--- src/rtl/hilo_muldiv_pkg.sv ---
`default_nettype none
// ----------------------------------------------------------------------------
// hilo_muldiv_pkg : op encodings, operand-select codes and FSM states
// Rev 1.0
// ----------------------------------------------------------------------------
package hilo_muldiv_pkg;

    localparam logic [1:0] OP_MULTU = 2'b00;
    localparam logic [1:0] OP_MULT  = 2'b01;
    localparam logic [1:0] OP_DIVU  = 2'b10;
    localparam logic [1:0] OP_DIV   = 2'b11;

    localparam logic [2:0] SEL_PB   = 3'b000;
    localparam logic [2:0] SEL_HI   = 3'b001;
    localparam logic [2:0] SEL_LO   = 3'b010;
    localparam logic [2:0] SEL_PC   = 3'b011;
    localparam logic [2:0] SEL_SEXT = 3'b100;
    localparam logic [2:0] SEL_ZEXT = 3'b101;

    typedef enum logic [1:0] {
        ST_IDLE = 2'd0,
        ST_PREP = 2'd1,
        ST_RUN  = 2'd2,
        ST_FIX  = 2'd3
    } state_e;

endpackage
`default_nettype wire

--- src/rtl/hilo_muldiv_ctrl_muldiv_step.sv ---
`default_nettype none
// ----------------------------------------------------------------------------
// muldiv_step : one shift-add (multiply) or restore-subtract (divide) iteration
// Rev 1.0
// ----------------------------------------------------------------------------
module muldiv_step #(
    parameter int WIDTH = 32
) (
    input  logic                 is_div,
    input  logic [2*WIDTH-1:0]   acc_i,
    input  logic [WIDTH-1:0]     opnd_i,
    output logic [2*WIDTH-1:0]   acc_o
);

    logic [WIDTH:0]   w_sum;
    logic [WIDTH:0]   w_shifted;
    logic [WIDTH-1:0] w_diff;
    logic             w_ge;

    // Multiply: acc = {partial product, remaining multiplier bits}.
    assign w_sum = {1'b0, acc_i[2*WIDTH-1:WIDTH]} + (acc_i[0] ? {1'b0, opnd_i} : '0);

    // Divide: acc = {partial remainder, remaining dividend / quotient bits}.
    assign w_shifted = {acc_i[2*WIDTH-1:WIDTH], acc_i[WIDTH-1]};
    assign w_ge      = (w_shifted >= {1'b0, opnd_i});
    assign w_diff    = w_shifted[WIDTH-1:0] - opnd_i;

    always_comb begin
        acc_o = {w_sum, acc_i[WIDTH-1:1]};
        if (is_div) begin
            acc_o = {(w_ge ? w_diff : w_shifted[WIDTH-1:0]), acc_i[WIDTH-2:0], w_ge};
        end
    end

endmodule
`default_nettype wire

--- src/rtl/hilo_muldiv_ctrl.sv ---
`default_nettype none
// ----------------------------------------------------------------------------
// hilo_muldiv_ctrl : iterative MULT/DIV sequencer owning HI/LO, MT/MF service
// Rev 1.0
// ----------------------------------------------------------------------------
module hilo_muldiv_ctrl
    import hilo_muldiv_pkg::*;
#(
    parameter int WIDTH = 32,
    parameter int CNT_W = 6
) (
    input  logic             clk,
    input  logic             rst_n,
    input  logic             start,
    input  logic [1:0]       op,
    input  logic [WIDTH-1:0] rs_val,
    input  logic [WIDTH-1:0] rt_val,
    input  logic             mt_we,
    input  logic             mt_sel,
    input  logic [WIDTH-1:0] mt_data,
    input  logic             mf_req,
    input  logic             mf_sel,
    output logic [WIDTH-1:0] hi,
    output logic [WIDTH-1:0] lo,
    output logic [2:0]       si_sel,
    output logic             busy,
    output logic             done,
    output logic             stall
);

    state_e                 state_q, state_d;
    logic [CNT_W-1:0]       cnt_q, cnt_d;
    logic [1:0]             op_q, op_d;
    logic [WIDTH-1:0]       a_q, a_d;
    logic [WIDTH-1:0]       b_q, b_d;
    logic [WIDTH-1:0]       opnd_q, opnd_d;
    logic [2*WIDTH-1:0]     acc_q, acc_d;
    logic                   neg_quo_q, neg_quo_d;
    logic                   neg_rem_q, neg_rem_d;
    logic [WIDTH-1:0]       hi_q, hi_d;
    logic [WIDTH-1:0]       lo_q, lo_d;
    logic                   done_q, done_d;

    logic                   w_is_div;
    logic                   w_a_neg, w_b_neg;
    logic [WIDTH-1:0]       w_abs_a, w_abs_b;
    logic [2*WIDTH-1:0]     w_step_acc;
    logic [2*WIDTH-1:0]     w_prod_fix;
    logic [WIDTH-1:0]       w_quo_fix, w_rem_fix;
    logic                   w_div0;

    assign w_is_div = op_q[1];
    assign w_a_neg  = op_q[0] & a_q[WIDTH-1];
    assign w_b_neg  = op_q[0] & b_q[WIDTH-1];
    assign w_abs_a  = w_a_neg ? -a_q : a_q;
    assign w_abs_b  = w_b_neg ? -b_q : b_q;
    assign w_div0   = (b_q == '0);

    assign w_prod_fix = neg_quo_q ? -acc_q : acc_q;
    assign w_quo_fix  = neg_quo_q ? -acc_q[WIDTH-1:0] : acc_q[WIDTH-1:0];
    assign w_rem_fix  = neg_rem_q ? -acc_q[2*WIDTH-1:WIDTH] : acc_q[2*WIDTH-1:WIDTH];

    muldiv_step #(.WIDTH(WIDTH)) u_step (
        .is_div (w_is_div),
        .acc_i  (acc_q),
        .opnd_i (opnd_q),
        .acc_o  (w_step_acc)
    );

    always_comb begin
        state_d   = state_q;
        cnt_d     = cnt_q;
        op_d      = op_q;
        a_d       = a_q;
        b_d       = b_q;
        opnd_d    = opnd_q;
        acc_d     = acc_q;
        neg_quo_d = neg_quo_q;
        neg_rem_d = neg_rem_q;
        hi_d      = hi_q;
        lo_d      = lo_q;
        done_d    = 1'b0;
        case (state_q)
            ST_IDLE: begin
                if (start) begin
                    op_d    = op;
                    a_d     = rs_val;
                    b_d     = rt_val;
                    state_d = ST_PREP;
                end else if (mt_we) begin
                    if (mt_sel) lo_d = mt_data;
                    else        hi_d = mt_data;
                end
            end
            ST_PREP: begin
                neg_quo_d = w_a_neg ^ w_b_neg;
                neg_rem_d = w_a_neg;
                // Divide walks the dividend MSB first; multiply walks the multiplier LSB first.
                acc_d     = {{WIDTH{1'b0}}, (w_is_div ? w_abs_a : w_abs_b)};
                opnd_d    = w_is_div ? w_abs_b : w_abs_a;
                cnt_d     = CNT_W'(WIDTH - 1);
                state_d   = ST_RUN;
            end
            ST_RUN: begin
                acc_d = w_step_acc;
                cnt_d = cnt_q - 1'b1;
                if (cnt_q == '0) state_d = ST_FIX;
            end
            ST_FIX: begin
                if (!w_is_div) begin
                    hi_d = w_prod_fix[2*WIDTH-1:WIDTH];
                    lo_d = w_prod_fix[WIDTH-1:0];
                end else if (w_div0) begin
                    hi_d = a_q;
                    lo_d = '1;
                end else begin
                    hi_d = w_rem_fix;
                    lo_d = w_quo_fix;
                end
                done_d  = 1'b1;
                state_d = ST_IDLE;
            end
            default: state_d = ST_IDLE;
        endcase
    end

    always_ff @(posedge clk or negedge rst_n) begin
        if (!rst_n) begin
            state_q   <= ST_IDLE;
            cnt_q     <= '0;
            op_q      <= '0;
            a_q       <= '0;
            b_q       <= '0;
            opnd_q    <= '0;
            acc_q     <= '0;
            neg_quo_q <= 1'b0;
            neg_rem_q <= 1'b0;
            hi_q      <= '0;
            lo_q      <= '0;
            done_q    <= 1'b0;
        end else begin
            state_q   <= state_d;
            cnt_q     <= cnt_d;
            op_q      <= op_d;
            a_q       <= a_d;
            b_q       <= b_d;
            opnd_q    <= opnd_d;
            acc_q     <= acc_d;
            neg_quo_q <= neg_quo_d;
            neg_rem_q <= neg_rem_d;
            hi_q      <= hi_d;
            lo_q      <= lo_d;
            done_q    <= done_d;
        end
    end

    assign hi     = hi_q;
    assign lo     = lo_q;
    assign done   = done_q;
    assign busy   = (state_q != ST_IDLE);
    assign stall  = busy & (mf_req | mt_we | start);
    assign si_sel = (mf_req & ~stall) ? (mf_sel ? SEL_LO : SEL_HI) : SEL_PB;

endmodule
`default_nettype wire

--- config.mk ---
export PLATFORM = sky130hd
export DESIGN_NAME = hilo_muldiv_ctrl
export DESIGN_NICKNAME = d
export VERILOG_FILES = /design/src/rtl/hilo_muldiv_pkg.sv /design/src/rtl/hilo_muldiv_ctrl_muldiv_step.sv /design/src/rtl/hilo_muldiv_ctrl.sv
export SDC_FILE = /design/constraint.sdc
export NUM_CORES = 1
export LEC_CHECK = 0
export BUFFER_PORTS_ARGS = -buffer_cell sky130_fd_sc_hd__buf_2
export CORE_ASPECT_RATIO = 1.5
export CORE_MARGIN = 4
export CORE_UTILIZATION = 35
export CTS_CLUSTER_DIAMETER = 120
export CTS_CLUSTER_SIZE = 12
export DETAILED_ROUTE_END_ITERATION = 6
export GPL_TIMING_DRIVEN = 0
export PLACE_DENSITY = 0.6
export SLEW_MARGIN = 20
export SYNTH_ARGS = -nofsm -noshare
export SYNTH_HDL_FRONTEND = slang
export SYNTH_SLANG_ARGS = --single-unit
--- constraint.sdc ---
create_clock -name clk -period 3.41 [get_ports clk]
set_clock_uncertainty 0.2 [all_clocks]
set_input_delay 0.682 -clock clk [delete_from_list [all_inputs] [get_ports clk]]
set_output_delay 0.682 -clock clk [all_outputs]
set_load 0.05 [all_outputs]
==> impl_metrics.csv <==
group,metric,value,unit
outcome,status,"complete, but fails checks",
outcome,failed_checks,"negative setup slack",
clock_network,clkSinkCount,237,
cells_and_area,n_antenna_cell,0,
clock_network,cts_tree,"done",
synth,syn-num-nets,2363,
synth,syn_avg_cell_area,8.47,um2
die,fp.dieW,196,um
clock_network,root_buffer,"clkbuf_16",
worst_setup_path,start_kind,"flip-flop",
cells_and_area,post-route-cell-area,23000,um2
worst_setup_path,cp.arrival,3.73,ns
timing,grt_setup_unrepaired,"true",
clock_network,clock_path_buffers,3,
synth,ys.flop_type,"dfrtp_1",
synth,synth_top_area_frac,0.321,
die,core,51900,um2
drt,first_iter_violations,1103,
synth,yosysMostFrequentCell,"dfrtp_1",
worst_setup_path,worstPathRequired,3.66,ns
synth,yosysSeqAreaShare,0.321,
drt,first_pass_iters,5,
timing,relSlewSlack,0.283,
job,drv_cap,0,
worst_setup_path,ff2ff_setup_slack,-0.07,ns
drt,routed_wl,84100,um
placed_design,gp_congestion,1.02,
worst_setup_path,crit_path_start,"a_q[13]$_DFFE_PN0P_",
cells_and_area,drive_gt1_frac,0.279,
die,die_h,289,um
drt,drt-vias-per-instance,5.89,
die,die_area,56600,um2
placed_design,placed_area,20300,um2
drt,via_count,18404,
global_route,grt_pass1_vias,18371,
global_route,track_usage,0.281,
clock_network,cts_htree_levels,1,
die,num_rows,102,
timing,drv_slew,0,
placed_design,io_buffers,173,
global_route,antenna_found_initial,1,
timing,min_period,3.48,ns
worst_setup_path,worst_setup_path_end_kind,"flip-flop",
timing,setup_viol,12,
worst_setup_path,critPathCapture,"acc_q[30]$_DFFE_PN0P_",
global_route,grt_overflow,0,
clock_network,clk_pin_slew,0.09,ns
worst_setup_path,regToRegStartpoint,"a_q[13]$_DFFE_PN0P_",
synth,syn_area,18500,um2
global_route,grt_max_degree,94,
clock_network,clk_latency,0.58,ns
cells_and_area,num-nets-final,2630,
synth,synth_cell_types,89,
synth,yosysTopAreaCell,"dfrtp_1",
worst_setup_path,critPathKind,"flip-flop to flip-flop",
drt,antenna_left,0,
timing,fin_crit_sh,1.02,
placed_design,hpwl,66500,um
synth,synth_edf_count,0,
synth,synth_common_cells,"dfrtp_1 (237), nor2_1 (231), nand2_1 (204), o21ai_0 (192), a21oi_1 (137)",
hold_path,hp-class,"primary input to flip-flop",
global_route,grt_pass1_wl,119000,um
synth,synthTopCellsByArea,"dfrtp_1 (32%), xnor2_1 (5.5%), o21ai_0 (5.2%), mux2_2 (5.2%), ha_1 (5.0%)",
timing,setup_ws,-0.0686,ns
timing,hold-worst-slack,0.134,ns
synth,synth-async-reset-ratio,1.00,
timing,worst-slew-pin-transition,1.08,ns
worst_setup_path,worst-path-max-fanout,4,
synth,synth-warning-count,0,
placed_design,place_ws,-1.66,ns
worst_setup_path,r2r-end,"acc_q[30]$_DFFE_PN0P_",
worst_setup_path,r2r_cells,10,
synth,ys_ff_latch,237,
drt,drc,0,
synth,synth_cells,2182,
timing,timing.fmax,0.287,GHz
timing,timing.final.hold_violations,0,
die,start_util,0.356,
die,ios,175,
cells_and_area,area_growth,24.2,%
drt,detail_route.wl_per_cell,26.9,um
clock_network,cts_buffers,23,
==> critical path, stage by stage (launching register included) <==
cell and delay [ns]:
dfrtp_1 0.43, or4_4 0.57, or3_4 0.37, and4bb_2 0.36
nand2_2 0.08, nor3_4 0.23, buf_4 0.17, a21oi_2 0.06
xor2_2 0.18, mux4_2 0.47, mux2_4 0.27
==> metal layers <==
metal / GRT usage / wire length, um
met1: 0.312 / 30500
met2: 0.502 / 42000
met3: 0.0268 / 4270
met4: 0.200 / 7430
met5: 0 / 19
==> flip-flops by register name, indices dropped and copies added (netlist names) <==
signal	flops
done	1
state_q	2
neg_quo_q	1
cnt_q	6
op_q	2
lo	32
opnd_q	32
b_q	32
a_q	32
acc_q	64
neg_rem_q	1
hi	32
==> cell families after synthesis <==
| logic type | count (synthesis) | synth area share |
|---|---|---|
| AND/OR/NAND/NOR | 675 | 0.173 |
| AO/OA/AOI/OAI | 630 | 0.215 |
| flip-flops | 237 | 0.321 |
| buffers and inverters | 223 | 0.0479 |
| XOR/XNOR | 193 | 0.0914 |
| multiplexers | 147 | 0.100 |
| adder cells (fa/ha/maj) | 76 | 0.0522 |
| other | 1 | 0.000203 |
==> area by class of cell <==
cell class              count  area [um2]
plain buffers             126         682
clock inverters             2        13.8
flip-flops and latches    237        5960
well taps                 676         846
fillers                  5141       29000
repair buffers            262        1720
inverters                  77         293
clock buffers              23         576
multi-input cells        1722       12900
==> metrics by stage <==
step | setup TNS (ns) | std cells | util
2_1_floorplan | 0 | 2182 | -
3_3_place_gp | -769.89 | 3031 | 0.389
3_5_place_dp | -80.92 | 3033 | 0.391
4_1_cts | -0.0492 | 3082 | 0.419
5_1_grt | -2.11 | 3125 | 0.442
6_report | -0.400 | 3125 | 0.442
==> worst min path at each step <==
stage / start / endpoint / slack (ns) / cells after the start
after global routing: rs_val[0] / a_q[0]$_DFFE_PN0P_ / 0.14 / 2
after detailed placement: hi[9]$_DFFE_PN0P_ / hi[9]$_DFFE_PN0P_ / 0.26 / 2
after global placement: lo[16]$_DFFE_PN0P_ / lo[16]$_DFFE_PN0P_ / 0.26 / 2
final: rs_val[0] / a_q[0]$_DFFE_PN0P_ / 0.13 / 2
after CTS: rs_val[0] / a_q[0]$_DFFE_PN0P_ / 0.12 / 2
after floorplan: rst_n / a_q[0]$_DFFE_PN0P_ / 0.19 / 0
==> layout by cell type (no fill, tap or decap), drive strengths merged, types with 21 or more instances in the layout <==
master / Yosys / layout
buf: 33 / 296
dfrtp: 237 / 237
nor2: 232 / 232
nand2: 206 / 206
o21ai: 202 / 202
a21oi: 137 / 137
xnor2: 117 / 117
clkbuf: 113 / 112
mux2: 85 / 85
inv: 77 / 77
xor2: 76 / 76
ha: 74 / 74
nor3: 59 / 59
mux2i: 40 / 40
o22ai: 40 / 40
a21o: 36 / 36
nand3: 33 / 33
o31ai: 33 / 33
or3: 29 / 29
o211ai: 27 / 27
mux4: 22 / 22
a211oi: 21 / 21
==> timing repair <==
action                     in CTS  in global routing
setup buffers                  39                 45
hold endpoints to repair       51                  0
hold buffers                    1                  0
gates resized for setup       149                239
gates cloned                    0                  2
setup endpoints to repair     133                118
pin swaps                      31                 84
Power is not shown: default switching activity piles up to over one toggle a cycle in this logic, so the estimate is an artifact.
